## config.mk

```make
export PLATFORM = sky130hd
export DESIGN_NAME = riscv_mc_control
export DESIGN_NICKNAME = d
export VERILOG_FILES = /design/src/rtl/riscv_mc_control.sv
export SDC_FILE = /design/constraint.sdc
export NUM_CORES = 1
export LEC_CHECK = 0
export BUFFER_PORTS_ARGS = -buffer_cell sky130_fd_sc_hd__buf_2
export CORE_AREA = 2 2 39 41
export DETAILED_ROUTE_END_ITERATION = 10
export DIE_AREA = 0 0 41 43
export GPL_TIMING_DRIVEN = 0
export PLACE_DENSITY = 0.77
export SETUP_SLACK_MARGIN = 0.3
export SLEW_MARGIN = 20
export SYNTH_ARGS = -nofsm -noshare
export SYNTH_HDL_FRONTEND = slang
export SYNTH_SLANG_ARGS = --single-unit
```

## constraint.sdc

```tcl
create_clock -name clk -period 2.6 [get_ports clk]
set_input_delay 0 -clock clk [delete_from_list [all_inputs] [get_ports clk]]
set_output_delay 0 -clock clk [all_outputs]
set_load 0.05 [all_outputs]
```

## src/rtl/riscv_mc_control.sv

```systemverilog
// Multicycle RV32I-subset control unit: Moore sequencer plus ALU/immediate decode.
// Outputs are combinational from state and the instruction fields.
module riscv_mc_control (
    input  logic       clk,
    input  logic       reset,
    input  logic [6:0] op,
    input  logic [2:0] funct3,
    input  logic       funct7b5,
    input  logic       zero,
    output logic       pcwrite,
    output logic       adrsrc,
    output logic       memwrite,
    output logic       irwrite,
    output logic       regwrite,
    output logic [1:0] resultsrc,
    output logic [1:0] alusrca,
    output logic [1:0] alusrcb,
    output logic [1:0] immsrc,
    output logic [2:0] aluctr,
    output logic       illegal,
    output logic [3:0] state
);

    typedef enum logic [3:0] {
        S_FETCH    = 4'd0,
        S_DECODE   = 4'd1,
        S_MEMADR   = 4'd2,
        S_MEMREAD  = 4'd3,
        S_MEMWB    = 4'd4,
        S_MEMWRITE = 4'd5,
        S_EXECUTER = 4'd6,
        S_EXECUTEI = 4'd7,
        S_ALUWB    = 4'd8,
        S_BEQ      = 4'd9,
        S_JAL      = 4'd10
    } state_t;

    localparam logic [6:0] OP_LW  = 7'b0000011;
    localparam logic [6:0] OP_SW  = 7'b0100011;
    localparam logic [6:0] OP_R   = 7'b0110011;
    localparam logic [6:0] OP_I   = 7'b0010011;
    localparam logic [6:0] OP_BEQ = 7'b1100011;
    localparam logic [6:0] OP_JAL = 7'b1101111;

    localparam logic [2:0] ALU_ADD = 3'b010;
    localparam logic [2:0] ALU_SUB = 3'b110;
    localparam logic [2:0] ALU_AND = 3'b000;
    localparam logic [2:0] ALU_OR  = 3'b001;
    localparam logic [2:0] ALU_SLT = 3'b111;

    state_t     r_state;
    state_t     w_next;
    logic [1:0] w_aluop;
    logic       w_pcupdate;
    logic       w_branch;
    logic       w_memwrite;
    logic       w_irwrite;
    logic       w_regwrite;
    logic       w_illegal;

    always_ff @(posedge clk or posedge reset) begin
        if (reset) r_state <= S_FETCH;
        else       r_state <= w_next;
    end

    always_comb begin
        w_next = S_FETCH;
        case (r_state)
            S_FETCH: w_next = S_DECODE;
            S_DECODE: begin
                case (op)
                    OP_LW, OP_SW: w_next = S_MEMADR;
                    OP_R:         w_next = S_EXECUTER;
                    OP_I:         w_next = S_EXECUTEI;
                    OP_BEQ:       w_next = S_BEQ;
                    OP_JAL:       w_next = S_JAL;
                    default:      w_next = S_FETCH;
                endcase
            end
            S_MEMADR:   w_next = op[5] ? S_MEMWRITE : S_MEMREAD;
            S_MEMREAD:  w_next = S_MEMWB;
            S_MEMWB:    w_next = S_FETCH;
            S_MEMWRITE: w_next = S_FETCH;
            S_EXECUTER: w_next = S_ALUWB;
            S_EXECUTEI: w_next = S_ALUWB;
            S_ALUWB:    w_next = S_FETCH;
            S_BEQ:      w_next = S_FETCH;
            S_JAL:      w_next = S_ALUWB;
            default:    w_next = S_DECODE;
        endcase
    end

    always_comb begin
        adrsrc     = 1'b0;
        w_memwrite = 1'b0;
        w_irwrite  = 1'b0;
        w_regwrite = 1'b0;
        resultsrc  = 2'b00;
        alusrca    = 2'b00;
        alusrcb    = 2'b00;
        w_aluop    = 2'b00;
        w_pcupdate = 1'b0;
        w_branch   = 1'b0;
        w_illegal  = 1'b0;
        case (r_state)
            S_DECODE: begin
                alusrca = 2'b01;
                alusrcb = 2'b01;
                case (op)
                    OP_LW, OP_SW, OP_R, OP_I, OP_BEQ, OP_JAL: w_illegal = 1'b0;
                    default:                                 w_illegal = 1'b1;
                endcase
            end
            S_MEMADR: begin
                alusrca = 2'b10;
                alusrcb = 2'b01;
            end
            S_MEMREAD: adrsrc = 1'b1;
            S_MEMWB: begin
                resultsrc  = 2'b01;
                w_regwrite = 1'b1;
            end
            S_MEMWRITE: begin
                adrsrc     = 1'b1;
                w_memwrite = 1'b1;
            end
            S_EXECUTER: begin
                alusrca = 2'b10;
                w_aluop = 2'b10;
            end
            S_EXECUTEI: begin
                alusrca = 2'b10;
                alusrcb = 2'b01;
                w_aluop = 2'b10;
            end
            S_ALUWB: w_regwrite = 1'b1;
            S_BEQ: begin
                alusrca  = 2'b10;
                w_aluop  = 2'b01;
                w_branch = 1'b1;
            end
            S_JAL: begin
                alusrca    = 2'b01;
                alusrcb    = 2'b10;
                w_pcupdate = 1'b1;
            end
            // FETCH and the unreachable codes share the fetch controls
            default: begin
                w_irwrite  = 1'b1;
                alusrcb    = 2'b10;
                resultsrc  = 2'b10;
                w_pcupdate = 1'b1;
            end
        endcase
    end

    always_comb begin
        aluctr = ALU_ADD;
        case (w_aluop)
            2'b01: aluctr = ALU_SUB;
            2'b10: begin
                case (funct3)
                    3'b000:  aluctr = (funct7b5 & op[5]) ? ALU_SUB : ALU_ADD;
                    3'b010:  aluctr = ALU_SLT;
                    3'b110:  aluctr = ALU_OR;
                    3'b111:  aluctr = ALU_AND;
                    default: aluctr = ALU_ADD;
                endcase
            end
            default: aluctr = ALU_ADD;
        endcase
    end

    always_comb begin
        case (op)
            OP_SW:   immsrc = 2'b01;
            OP_BEQ:  immsrc = 2'b10;
            OP_JAL:  immsrc = 2'b11;
            default: immsrc = 2'b00;
        endcase
    end

    // Write enables are held off while reset is high, before any clock edge
    assign pcwrite  = ~reset & (w_pcupdate | (w_branch & zero));
    assign irwrite  = ~reset & w_irwrite;
    assign regwrite = ~reset & w_regwrite;
    assign memwrite = ~reset & w_memwrite;
    assign illegal  = ~reset & w_illegal;
    assign state    = r_state;

endmodule

```

Word level (Yosys, flattened, before mapping)
Index checks and enable logic that the tools add are counted.

$add $sub $neg: 0. Multiply operators: 0. Divide/modulo/power cells: 0. $lt $le $gt $ge: 0. Equality and inequality tests: 21. Shifts and indexed selects: 0. Muxes and demuxes: 19. Bitwise logic cells: 9. Reduce and logical (&&, ||, !) cells: 15.

Operators with widths (count): one-hot mux 4 bit (5 select lines) (2); OR reduction 9 bit (2); equality test 4 x 3 -> 1 bit, second input constant (4); one-hot mux 2 bit (2 select lines) (4); equality test 7 x 6 -> 1 bit, second input constant (2); equality test 7 bit, second input constant (2); equality test 4 bit, second input constant (3); one-hot mux 3 bit (4 select lines) (1); OR reduction 6 bit (2); OR reduction 10 bit (1); OR reduction 2 bit (5); equality test 4 x 2 -> 1 bit, second input constant (2); two-way mux 1 bit (8); OR reduction 4 bit (2); AND 1 bit (7); equality test 7 x 2 -> 1 bit, second input constant (1); equality test 7 x 5 -> 1 bit, second input constant (1); equality test 3 bit, second input constant (2); two-way mux 3 bit (2); one-hot mux 2 bit (3 select lines) (1); one-hot mux 3 bit (2 select lines) (1); OR reduction 3 bit (2); equality test 4 x 1 -> 1 bit, second input constant (1); equality test 3 x 2 -> 1 bit, second input constant (1); other kinds (5) (5).

Bits in registers: 4. Latch bits: 0. Memory bits (writable): 0. Memory bits (read-only): 0. Input port bits: 14. Output and inout port bits: 21. Word-level logic and storage cells: 65. Memories kept: 0.

Depth between registers and ports, before layout
Gate-level depths: netlist of the first run.

Word-level depth: 5. Gate-level depth with buffers: 8. Depth with buffers taken out: 7.

Worst setup path after synthesis of the first run
Ideal clock, no wire load.

Path kind: reg2out. Start point: reg r_state[2] (netlist: state[2]). End point: out aluctr[0]. Arrival: 3.004 ns. Required time: 2.600 ns. Path slack: -0.404 ns. Cell stages (with the launch flop): 6. Path buffers: 1. Cell sequence: dfrtp_1 > buf_2 > nand2b_1 > nor2_1 > ha_1 > nor4bb_1.

Longest elaborated chain between the ends: 5. Elaborated cells on any way between the ends: 8.

Ends and longest elaborated chain: start: declaration (line 51) `state_t r_state;`; start signal: assignment (line 63) `else r_state <= w_next;`; equality test 4 x 3 -> 1 bit (line 105) `case (r_state)`; OR reduction 2 bit (no line); one-hot mux 2 bit (2 select lines) (*) (line 105); equality test 2 bit or equality test 2 x 1 -> 1 bit (tied branches) (line 159) `case (w_aluop)`; one-hot mux 3 bit (2 select lines) (*) (line 159); end: declaration (line 19) `output logic [2:0] aluctr,`.

Every way passes the cells marked *; elsewhere a longest branch is shown, timed or not.

Worst setup path in the final report of the first run
Same ends and word-level chain as after synthesis.

==> results.sh, run 1 <==
export IMPL_cts_buffer_depth=2
export IMPL_start_kind="register"
export IMPL_cts_htree_levels=1
export IMPL_crit_chain="buf_2 -> nand2b_1 -> nor2_1 -> ha_1 -> nor4bb_2 -> buf_2"
export IMPL_synthTopCellsByArea="dfrtp_1 19%, nor2_1 8.4%, nand2_1 6.3%"
export IMPL_drv_cap=0
export IMPL_worst_pin_slew_ps=387
export IMPL_netlist_instances=78
export IMPL_setup_tns_final_ps=0
export IMPL_setup_viol=0
export IMPL_grt_pass1_vias=623
export IMPL_p_leak_nw=0.381
export IMPL_via_per_inst=5.29
export IMPL_synth_top_area_cell="dfrtp_1"
export IMPL_avgSynthCellArea_sq_um=6.85
export IMPL_path_delay_family="simple AND/OR/NAND/NOR gates"
export IMPL_hold_path_class="input port to register"
export IMPL_grtUsageTotal_pct=19.1
export IMPL_numCtsBuffers=3
export IMPL_critical_path_most_common_cell="buf_2"
export IMPL_die_h_um=43
export IMPL_holdWs_ps=76.8
export IMPL_post_route_period_util_pct=81.4
export IMPL_wl_per_cell_um=11.1
export IMPL_grt_overflow=0
export IMPL_rsz0062_at_grt="false"
export IMPL_status="finished clean"
export IMPL_powerDensity_nw_per_um2=820
export IMPL_synth_cell_types=31
export IMPL_required_ps=2600
export IMPL_postCtsSetupRepairBufs=0
export IMPL_slowest_delay_ps=370
export IMPL_yosys_warnings=0
export IMPL_slowest_stage="dfrtp_1"
export IMPL_fin_area_sq_um=769
export IMPL_placed_cells=128
export IMPL_maxSlewViolCount=0
export IMPL_criticalPathCategory="register to primary output"
export IMPL_cts_tree="done"
export IMPL_drtAntennaViolNets=0
export IMPL_crit_path_end_kind="primary output"
export IMPL_highest_layer="met4"
export IMPL_drt_wl_total_um=1470
export IMPL_routed_wl_met3_um=108
export IMPL_antenna_found_initial=0
export IMPL_finalNetCount=134
export IMPL_finalHoldViolCount=0
export IMPL_min_period_ps=2120
export IMPL_fmax_mhz=473
export IMPL_yosysTopAreaCellShare_pct=18.7
export IMPL_cts_root_buf="clkbuf_4"
export IMPL_core_sq_um=1380
export IMPL_multiInputGateArea_sq_um=409
export IMPL_layout_area_overhead_vs_synth_pct=44.0
export IMPL_drtIter0Drc=4
export IMPL_wl_met1_um=636
export IMPL_max_slew_margin_pct=74.2
export IMPL_final_cells=132
export IMPL_placed_area_sq_um=737
export IMPL_cts_resized=0
export IMPL_ios=35
export IMPL_drt_pass1_iterations=2
export IMPL_syn_area_sq_um=534
export IMPL_grt_pass1_wl_um=2330
export IMPL_drive_above_1_share_pct=38.8
export IMPL_worst_path_buf_inv=2
export IMPL_worstPathMaxFanout=10
export IMPL_syn_num_nets=94
export IMPL_dieArea_sq_um=1760
export IMPL_regArea_sq_um=100
export IMPL_fillers=142
export IMPL_grt_max_degree=11
export IMPL_start_util_pct=38.6
export IMPL_place_hpwl_um=1210
export IMPL_route_vias_total=698
export IMPL_clk_pin_slew_ps=40
export IMPL_peakVddDrop_v=0.000466
export IMPL_drc=0
export IMPL_largest_reg_flops=4
export IMPL_std_cell_rows=14
export IMPL_clock_skew_ps=1.31
export IMPL_die_w_um=41
export IMPL_ys_seq_area_share_pct=18.7
export IMPL_numPortBuffers=34
export IMPL_clk_insertion_delay_late_ps=240
export IMPL_n_antenna_cell=0
export IMPL_cts_sinks=4
export IMPL_place_gp_congestion=0.763
export IMPL_worst_ep_arrival_time_ps=2120
export IMPL_ys_ff_latch=4
export IMPL_wl_met2_um=701
-- cells by family after synthesis --
| kind of cell | count (synthesis) | share of synthesized area (%) |
|---|---|---|
| flip-flops | 4 | 18.7 |
| AND/OR/NAND/NOR | 43 | 42.9 |
| buffers and inverters | 9 | 7.02 |
| XOR/XNOR | 2 | 3.28 |
| AO/OA/AOI/OAI | 18 | 23.4 |
| adder cells (fa/ha/maj) | 2 | 4.68 |
-- metal layers --
metal  vias up  global-route usage, %
met5         -                      0
met4         0                   10.0
met1       307                   21.3
met2        30                   33.1
li1        359                      -
met3         2                   1.57
-- placed cells by master, fill, tap and decap left out --
| cell type | synthesis | routed |
|---|---|---|
| buf_2 | 3 | 37 |
| nor2_1 | 12 | 12 |
| nand2_1 | 9 | 9 |
| inv_1 | 5 | 5 |
| o21ai_0 | 5 | 5 |
| a21oi_1 | 5 | 5 |
| nand2b_1 | 4 | 4 |
| dfrtp_1 | 4 | 4 |
| nor3_1 | 3 | 3 |
| nand3_1 | 3 | 3 |
| clkbuf_4 | 0 | 3 |
| nor2b_1 | 2 | 2 |
| nor3b_1 | 2 | 2 |
| ha_1 | 2 | 2 |
| or2b_1 | 1 | 1 |
| or4_4 | 1 | 1 |
| clkbuf_1 | 1 | 1 |
| a211o_1 | 1 | 1 |
| o22a_1 | 1 | 1 |
| nand4bb_1 | 1 | 1 |
| a21boi_0 | 1 | 1 |
| nor4b_1 | 1 | 1 |
| a2bb2oi_1 | 1 | 1 |
| o31a_1 | 1 | 1 |
| o31ai_1 | 1 | 1 |
| xnor2_1 | 1 | 1 |
| xor2_1 | 1 | 1 |
| nor4_1 | 2 | 1 |
| a32o_1 | 1 | 1 |
| nor4bb_2 | 0 | 1 |
| a2111oi_2 | 1 | 1 |
| nor4_2 | 0 | 1 |
| nor2_2 | 1 | 1 |
| dlygate4sd3_1 | 0 | 1 |
-- area by class of cell --
| type | count | area share, % |
|---|---|---|
| multi-input cells | 65 | 53.2 |
| repair buffers | 35 | 23.4 |
| flip-flops and latches | 4 | 13.0 |
| clock buffers | 3 | 2.93 |
| well taps | 16 | 2.60 |
| plain buffers | 4 | 2.44 |
| inverters | 5 | 2.44 |
-- final timing paths --
check | to | cells after the start | slack [ps] | from
max | aluctr[0] | 6 | 480 | state[2]
min | state[2] | 3 | 80 | op[4]
max in group asynchronous | state[0] | 3 | 2190 | reset
min reg2reg | state[0] | 2 | 710 | state[2]
max reg2reg | state[0] | 3 | 1370 | state[0]
min in group asynchronous | state[1] | 3 | 270 | reset
-- tightest hold or removal path: cells and delay by family --
kind	cells	cell delay (ps)
compound gates	1	90
buf+inv	1	110
simple gates	1	70
-- cells in the mapped netlist --
master,count
a2111oi_2,1
a211o_1,1
a21boi_0,1
a21oi_1,5
a2bb2oi_1,1
a32o_1,1
buf_2,3
clkbuf_1,1
dfrtp_1,4
ha_1,2
inv_1,5
nand2_1,9
nand2b_1,4
nand3_1,3
nand4bb_1,1
nor2_1,12
nor2_2,1
nor2b_1,2
nor3_1,3
nor3b_1,2
nor4_1,2
nor4b_1,1
nor4bb_1,1
o21ai_0,5
o22a_1,1
o31a_1,1
o31ai_1,1
or2b_1,1
or4_4,1
xnor2_1,1
xor2_1,1
-- per-stage QoR --
| stage | total power (W) | worst slack, ps | utilization [%] |
|---|---|---|---|
| 3_3_place_gp | 0.000548 | 793 | 53.3 |
| 2_1_floorplan | 0.000456 | 95.8 | - |
| 4_1_cts | 0.000636 | 461 | 55.6 |
| 6_report | 0.000631 | 484 | 55.6 |
| 3_5_place_dp | 0.000553 | 732 | 53.3 |
| 5_1_grt | 0.000670 | 319 | 55.6 |
-- report_power, final --
group,internal [W],total [W],switching (W)
logic,0.000125,0.000463,0.000339
clock network,0.0000517,0.0000778,0.0000261
registers,0.0000725,0.0000901,0.0000176
-- what timing repair did --
item	CTS	global route
endpoints found under the hold margin	4	0
setup endpoints to repair	0	0
hold buffers	1	0
Note: power is estimated with default switching activity, not from simulation.
==> run 2: changes to the inputs <==
--- a/config.mk
+++ b/config.mk
@@ -5,10 +5,10 @@
 export SDC_FILE = /design/constraint.sdc
 export NUM_CORES = 1
 export LEC_CHECK = 0
+export ABC_AREA = 1
 export BUFFER_PORTS_ARGS = -buffer_cell sky130_fd_sc_hd__buf_2
-export CORE_AREA = 2 2 39 41
+export CORE_UTILIZATION = 40
 export DETAILED_ROUTE_END_ITERATION = 10
-export DIE_AREA = 0 0 41 43
 export GPL_TIMING_DRIVEN = 0
 export PLACE_DENSITY = 0.77
 export SETUP_SLACK_MARGIN = 0.3
==> constraint.sdc (replaced) <==
create_clock -name clk -period 2.2 [get_ports clk]
set_input_delay 0 -clock clk [delete_from_list [all_inputs] [get_ports clk]]
set_output_delay 0 -clock clk [all_outputs]
set_load 0.05 [all_outputs]
==> run 2 against run 1 <==
Worst setup slack got worse by 95 ps. Clock skew rose by 3.9 ps. Flip-flop and latch count did not move. Clock-buffer cell count did not move. Global-route usage rose by 1.7 points. Power rose by 12%. Critical path depth rose by 1. Highest routed layer unchanged. Combinational power rose by 11%. Synthesized cell count rose by 26%. Design area rose by 1.8%. Die area fell by 17%. Final cell count rose by 15%.
==> results.sh, run 2 <==
export IMPL_die_w_um=38.2
export IMPL_min_period_ps=1810
export IMPL_synth_edf_count=0
export IMPL_synth_cell_types=16
export IMPL_post_route_period_util_pct=82.3
export IMPL_finalHoldViolCount=0
export IMPL_start_kind="register"
export IMPL_synthTopCellsByArea="nand2_1 22%, dfrtp_1 19%, inv_1 14%"
export IMPL_cts_tree="done"
export IMPL_grt_max_degree=8
export IMPL_worst_pin_slew_ps=250
export IMPL_cts_root_buf="clkbuf_4"
export IMPL_die_h_um=38.2
export IMPL_fmax_mhz=552
export IMPL_layout_area_overhead_vs_synth_pct=49.0
export IMPL_criticalPathCategory="register to primary output"
export IMPL_setup_tns_final_ps=0
export IMPL_crit_path_end_kind="primary output"
export IMPL_p_total_w=0.000708
export IMPL_route_vias_total=706
export IMPL_layout_setup_ws_ps=389
export IMPL_clk_pin_slew_ps=40
export IMPL_yosysMostFrequentCell="nand2_1"
export IMPL_ios=35
export IMPL_required_ps=2200
export IMPL_status="finished clean"
export IMPL_worst_ep_arrival_time_ps=1810
export IMPL_yosysTopAreaCellShare_pct=22.1
export IMPL_ys_ff_latch=4
export IMPL_wl_per_cell_um=8.93
export IMPL_ys_flop_type="dfrtp_1"
export IMPL_cts_buffer_depth=2
export IMPL_max_slew_margin_pct=83.4
export IMPL_drc=0
export IMPL_drt_pass1_iterations=3
export IMPL_synth_top_area_cell="nand2_1"
export IMPL_rr_worst_depth=6
export IMPL_hold_path_cell_count=3
export IMPL_avgSynthCellArea_sq_um=5.36
export IMPL_n_antenna_cell=0
export IMPL_drtAntennaViolNets=0
export IMPL_reg2reg_slack_ps=1070
export IMPL_finalNetCount=156
export IMPL_place_hpwl_um=1120
export IMPL_synthArstFlopShare_pct=100
export IMPL_drv_cap=0
export IMPL_clock_skew_ps=5.25
export IMPL_whs_endpoint="state[2]"
export IMPL_p_leak_nw=0.481
export IMPL_final_core_util_pct=67.7
export IMPL_yosys_warnings=0
export IMPL_numCtsBuffers=3
export IMPL_final_cells=152
export IMPL_largest_reg_flops=4
export IMPL_timing_rr_end="state[3]"
export IMPL_syn_area_sq_um=526
export IMPL_peakVddDrop_v=0.000592
export IMPL_powerDensity_nw_per_um2=904
export IMPL_numPortBuffers=34
export IMPL_cp_startpoint="state[3]"
export IMPL_drt_wl_total_um=1360
export IMPL_syn_num_nets=114
export IMPL_netlist_instances=98
export IMPL_min_delay_start="op[4]"
export IMPL_grt_pass1_wl_um=2190
export IMPL_rsz0062_at_grt="false"
export IMPL_place_ws_ps=530
export IMPL_setup_viol=0
export IMPL_final_cell_mix="32 x buf_2, 30 x nand2_1, 18 x inv_1"
export IMPL_grt_pass1_vias=593
export IMPL_std_cell_rows=12
export IMPL_hold_path_class="input port to register"
export IMPL_grtUsageTotal_pct=20.8
export IMPL_worstPathMaxFanout=6
export IMPL_maxSlewViolCount=0
export IMPL_drtIter0Drc=5
export IMPL_start_util_pct=45.5
export IMPL_antenna_found_initial=0
export IMPL_cts_htree_levels=1
export IMPL_r2r_start="state[3]"
export IMPL_placed_cells=146
export IMPL_via_per_inst=4.64
export IMPL_place_gp_congestion=0.695
export IMPL_dieArea_sq_um=1460
export IMPL_core_sq_um=1160
export IMPL_final_common_cell="buf_2"
export IMPL_cts_sinks=4
export IMPL_grt_overflow=0
export IMPL_clk_insertion_delay_late_ps=230
export IMPL_ys_seq_area_share_pct=19.0
export IMPL_drive_above_1_share_pct=38.4
export IMPL_synth_commonest_cells="31 x nand2_1, 19 x inv_1, 15 x nor2_1"
export IMPL_fillers=107
run 2: routing by layer:
metal	GRT usage (%)	wire, um	up-vias
li1	-	-	383
met1	26.1	606	297
met2	36.4	672	24
met3	3.49	66	2
met4	5.36	11	0
met5	0	0	-
run 2: layout make-up:
class	count	area, sq um	share of cell area, %
multi-input combinational	74	367	46.8
timing repair buffer	37	200	25.6
sequential	4	101	12.9
inverter	20	75.1	9.58
clock buffer	3	22.5	2.88
tap	14	17.5	2.24
run 2: worst max-delay path by stage:
stage | end | slack [ps]
after floorplan | aluctr[0] | 90
after global placement | aluctr[0] | 570
after global routing | aluctr[1] | 310
after detailed placement | aluctr[0] | 530
final | aluctr[0] | 390
after CTS | aluctr[0] | 340
run 2: critical path, cell delays in order (launching register included):
cell and delay (ps):
dfrtp_1 430, inv_1 90, nand2_2 90, nor2_2 160, inv_1 70, ha_1 330, nor3_2 190, buf_4 220
run 2: timing repair:
action                                 in CTS  in global routing
endpoints found under the hold margin       4                  0
setup endpoints to repair                   1                  3
resized for setup                           1                  6
hold buffers                                1                  0
pin swaps                                   0                  2
setup buffers                               0                  2
run 2: cells by family after synthesis:
group / synth area share [%]
adder cells (fa/ha/maj): 4.76
buffers and inverters: 14.3
AO/OA/AOI/OAI: 14.5
AND/OR/NAND/NOR: 47.4
flip-flops: 19.0
run 2: where the power goes:
part	leakage, nW	total, W	switching (W)	internal [W]
logic	0.415	0.000512	0.000400	0.000113
clock network	0.0138	0.0000890	0.0000282	0.0000609
registers	0.0518	0.000107	0.0000206	0.0000859
total	0.481	0.000708	0.000448	0.000259
run 2: metrics by stage:
step / hold slack, ps / cell area, sq um
final: 42.1 / 783
after floorplan: -226 / 537
after detailed placement: -58.7 / 724
after global placement: -56.3 / 724
after CTS: 44.8 / 759
after global routing: 47.0 / 783
==> run 3: changes to the inputs <==
--- a/config.mk
+++ b/config.mk
@@ -7,10 +7,10 @@
 export LEC_CHECK = 0
 export ABC_AREA = 1
 export BUFFER_PORTS_ARGS = -buffer_cell sky130_fd_sc_hd__buf_2
-export CORE_UTILIZATION = 40
+export CORE_UTILIZATION = 36
 export DETAILED_ROUTE_END_ITERATION = 10
 export GPL_TIMING_DRIVEN = 0
-export PLACE_DENSITY = 0.77
+export PLACE_DENSITY = 0.73
 export SETUP_SLACK_MARGIN = 0.3
 export SLEW_MARGIN = 20
 export SYNTH_ARGS = -nofsm -noshare
==> constraint.sdc (replaced) <==
create_clock -name clk -period 1.5 [get_ports clk]
set_input_delay 0 -clock clk [delete_from_list [all_inputs] [get_ports clk]]
set_output_delay 0 -clock clk [all_outputs]
set_load 0.05 [all_outputs]
==> run 3 against run 2 <==
First-iteration DRC count grew to 11 times the previous value. Register-to-register slack worse by 1000 ps. The run now ends with DRC, setup timing left. Combinational power grew to 2.5 times the previous value. Sequential share of layout area is 4.4 points lower. Clock power is 70% higher. Die area is 11% higher.
==> results.sh, run 3 (synthesized netlist as in run 2, its figures left out) <==
export IMPL_final_cells=169
export IMPL_drive_above_1_share_pct=68.2
export IMPL_start_util_pct=39.4
export IMPL_drv_cap=0
export IMPL_cts_sinks=4
export IMPL_rr_worst_depth=8
export IMPL_finalHoldViolCount=0
export IMPL_layout_area_overhead_vs_synth_pct=135
export IMPL_drtAntennaViolNets=0
export IMPL_antenna_found_initial=0
export IMPL_max_slew_margin_pct=79.7
export IMPL_criticalPathCategory="register to primary output"
export IMPL_grt_pass1_vias=723
export IMPL_start_kind="register"
export IMPL_grt_overflow=0
export IMPL_std_cell_rows=13
export IMPL_clk_insertion_delay_late_ps=240
export IMPL_setup_tns_final_ps=-726
export IMPL_required_ps=1500
export IMPL_powerDensity_nw_per_um2=1310
export IMPL_cp_startpoint="state[2]"
export IMPL_min_period_ps=1660
export IMPL_maxSlewViolCount=0
export IMPL_dieArea_sq_um=1620
export IMPL_layout_setup_ws_ps=-157
export IMPL_drt_pass1_iterations=7
export IMPL_setup_viol=11
export IMPL_failed_checks="DRC, setup timing"
export IMPL_r2r_start="state[2]"
export IMPL_status="complete, but fails checks"
export IMPL_worst_ep_arrival_time_ps=1660
export IMPL_final_cell_mix="20 x buf_2, 17 x nand2_1, 16 x buf_6"
export IMPL_cts_buffer_depth=2
export IMPL_peakVddDrop_v=0.000838
export IMPL_place_hpwl_um=1220
export IMPL_holdWs_ps=50.0
export IMPL_largest_reg_flops=4
export IMPL_drtIter0Drc=53
export IMPL_numPortBuffers=34
export IMPL_cts_htree_levels=1
export IMPL_rsz0062_at_grt="true"
export IMPL_drc=2
export IMPL_wl_per_cell_um=17.6
export IMPL_grt_max_degree=8
export IMPL_reg2reg_slack_ps=70
export IMPL_worstPathMaxFanout=3
export IMPL_cts_root_buf="clkbuf_4"
export IMPL_final_common_cell="buf_2"
export IMPL_crit_path_end_kind="primary output"
export IMPL_clock_skew_ps=5.52
export IMPL_p_total_w=0.00162
export IMPL_fmax_mhz=603
export IMPL_n_antenna_cell=0
export IMPL_hold_path_class="input port to register"
export IMPL_worst_pin_slew_ps=303
export IMPL_die_w_um=40.2
export IMPL_ios=35
export IMPL_via_per_inst=5.56
export IMPL_die_h_um=40.2
export IMPL_cp_endpoint="aluctr[1]"
export IMPL_clk_pin_slew_ps=50
export IMPL_core_sq_um=1330
export IMPL_place_gp_congestion=0.729
export IMPL_grt_pass1_wl_um=2810
export IMPL_p_leak_nw=0.617
export IMPL_numCtsBuffers=3
export IMPL_finalNetCount=172
export IMPL_post_route_period_util_pct=110
export IMPL_drt_wl_total_um=2970
export IMPL_cts_tree="done"
export IMPL_placed_cells=147
export IMPL_route_vias_total=940
export IMPL_timing_rr_end="state[2]"
export IMPL_grtUsageTotal_pct=27.1
-- run 3: changes by cell type in the layout (fill, tap and decap cells not counted), moves of 5 or more --
| cell | delta |
|---|---|
| buf_6 | +16 |
| nand2_1 | -13 |
| buf_2 | -12 |
| buf_4 | +8 |
| nand2_2 | +8 |
| nor2_4 | +8 |
| inv_1 | -6 |
| nor2_1 | -5 |
-- run 3: layer usage --
metal  up-vias  track usage [%]  part of all wire (%)
li1        420                -                     -
met1       422             22.9                    35
met2        73             61.7                    52
met3        25             3.33                   7.5
met4         0             7.50                   5.2
met5         -                0                     0
-- run 3: worst max-delay path, stage by stage, from the launching register on --
cell and delay, ps:
dfrtp_2 400, buf_4 140, nand2_4 60, nor2_4 140, inv_2 80, ha_4 250
a21oi_2 120, nand2_2 70, buf_8 150
-- run 3: what timing repair did --
action	CTS	global route
pin swaps	7	6
hold buffers	1	0
buffers inserted	13	5
setup endpoints to repair	15	19
hold endpoints to repair	4	0
gates resized for setup	51	15
-- run 3: worst min-delay path by stage --
stage / from / to / cells after the start / slack [ps]
2_1_floorplan: reset / state[0] / 1 / -230
3_5_place_dp: reset / state[0] / 2 / -4
5_1_grt: op[4] / state[2] / 3 / 40
3_3_place_gp: reset / state[0] / 2 / -7
4_1_cts: op[4] / state[2] / 3 / 50
6_report: op[4] / state[2] / 3 / 50
-- run 3: area by class of cell --
type | instances | area [sq um]
Timing Repair Buffer | 53 | 440
Sequential cell | 4 | 105
Tap cell | 15 | 18.8
Inverter | 20 | 80.1
Multi-Input combinational cell | 74 | 568
Fill cell | 56 | 98.8
Clock buffer | 3 | 22.5
-- run 3: power by group --
| group | leakage, nW | internal [W] | total [W] | switching, W |
|---|---|---|---|---|
| Sequential | 0.0475 | 0.000129 | 0.000179 | 0.0000505 |
| Combinational | 0.555 | 0.000472 | 0.00128 | 0.000812 |
| Clock | 0.0138 | 0.0000907 | 0.000151 | 0.0000608 |
| Total | 0.617 | 0.000692 | 0.00162 | 0.000924 |
-- run 3: per-stage QoR --
stage	setup slack, ps	utilization [%]	instance area (sq um)
2_1_floorplan	-73.5	-	661
3_3_place_gp	-2.60	63.7	850
3_5_place_dp	-27.0	63.7	850
4_1_cts	-64.8	85.7	1140
5_1_grt	-188	92.6	1230
6_report	-157	92.6	1230
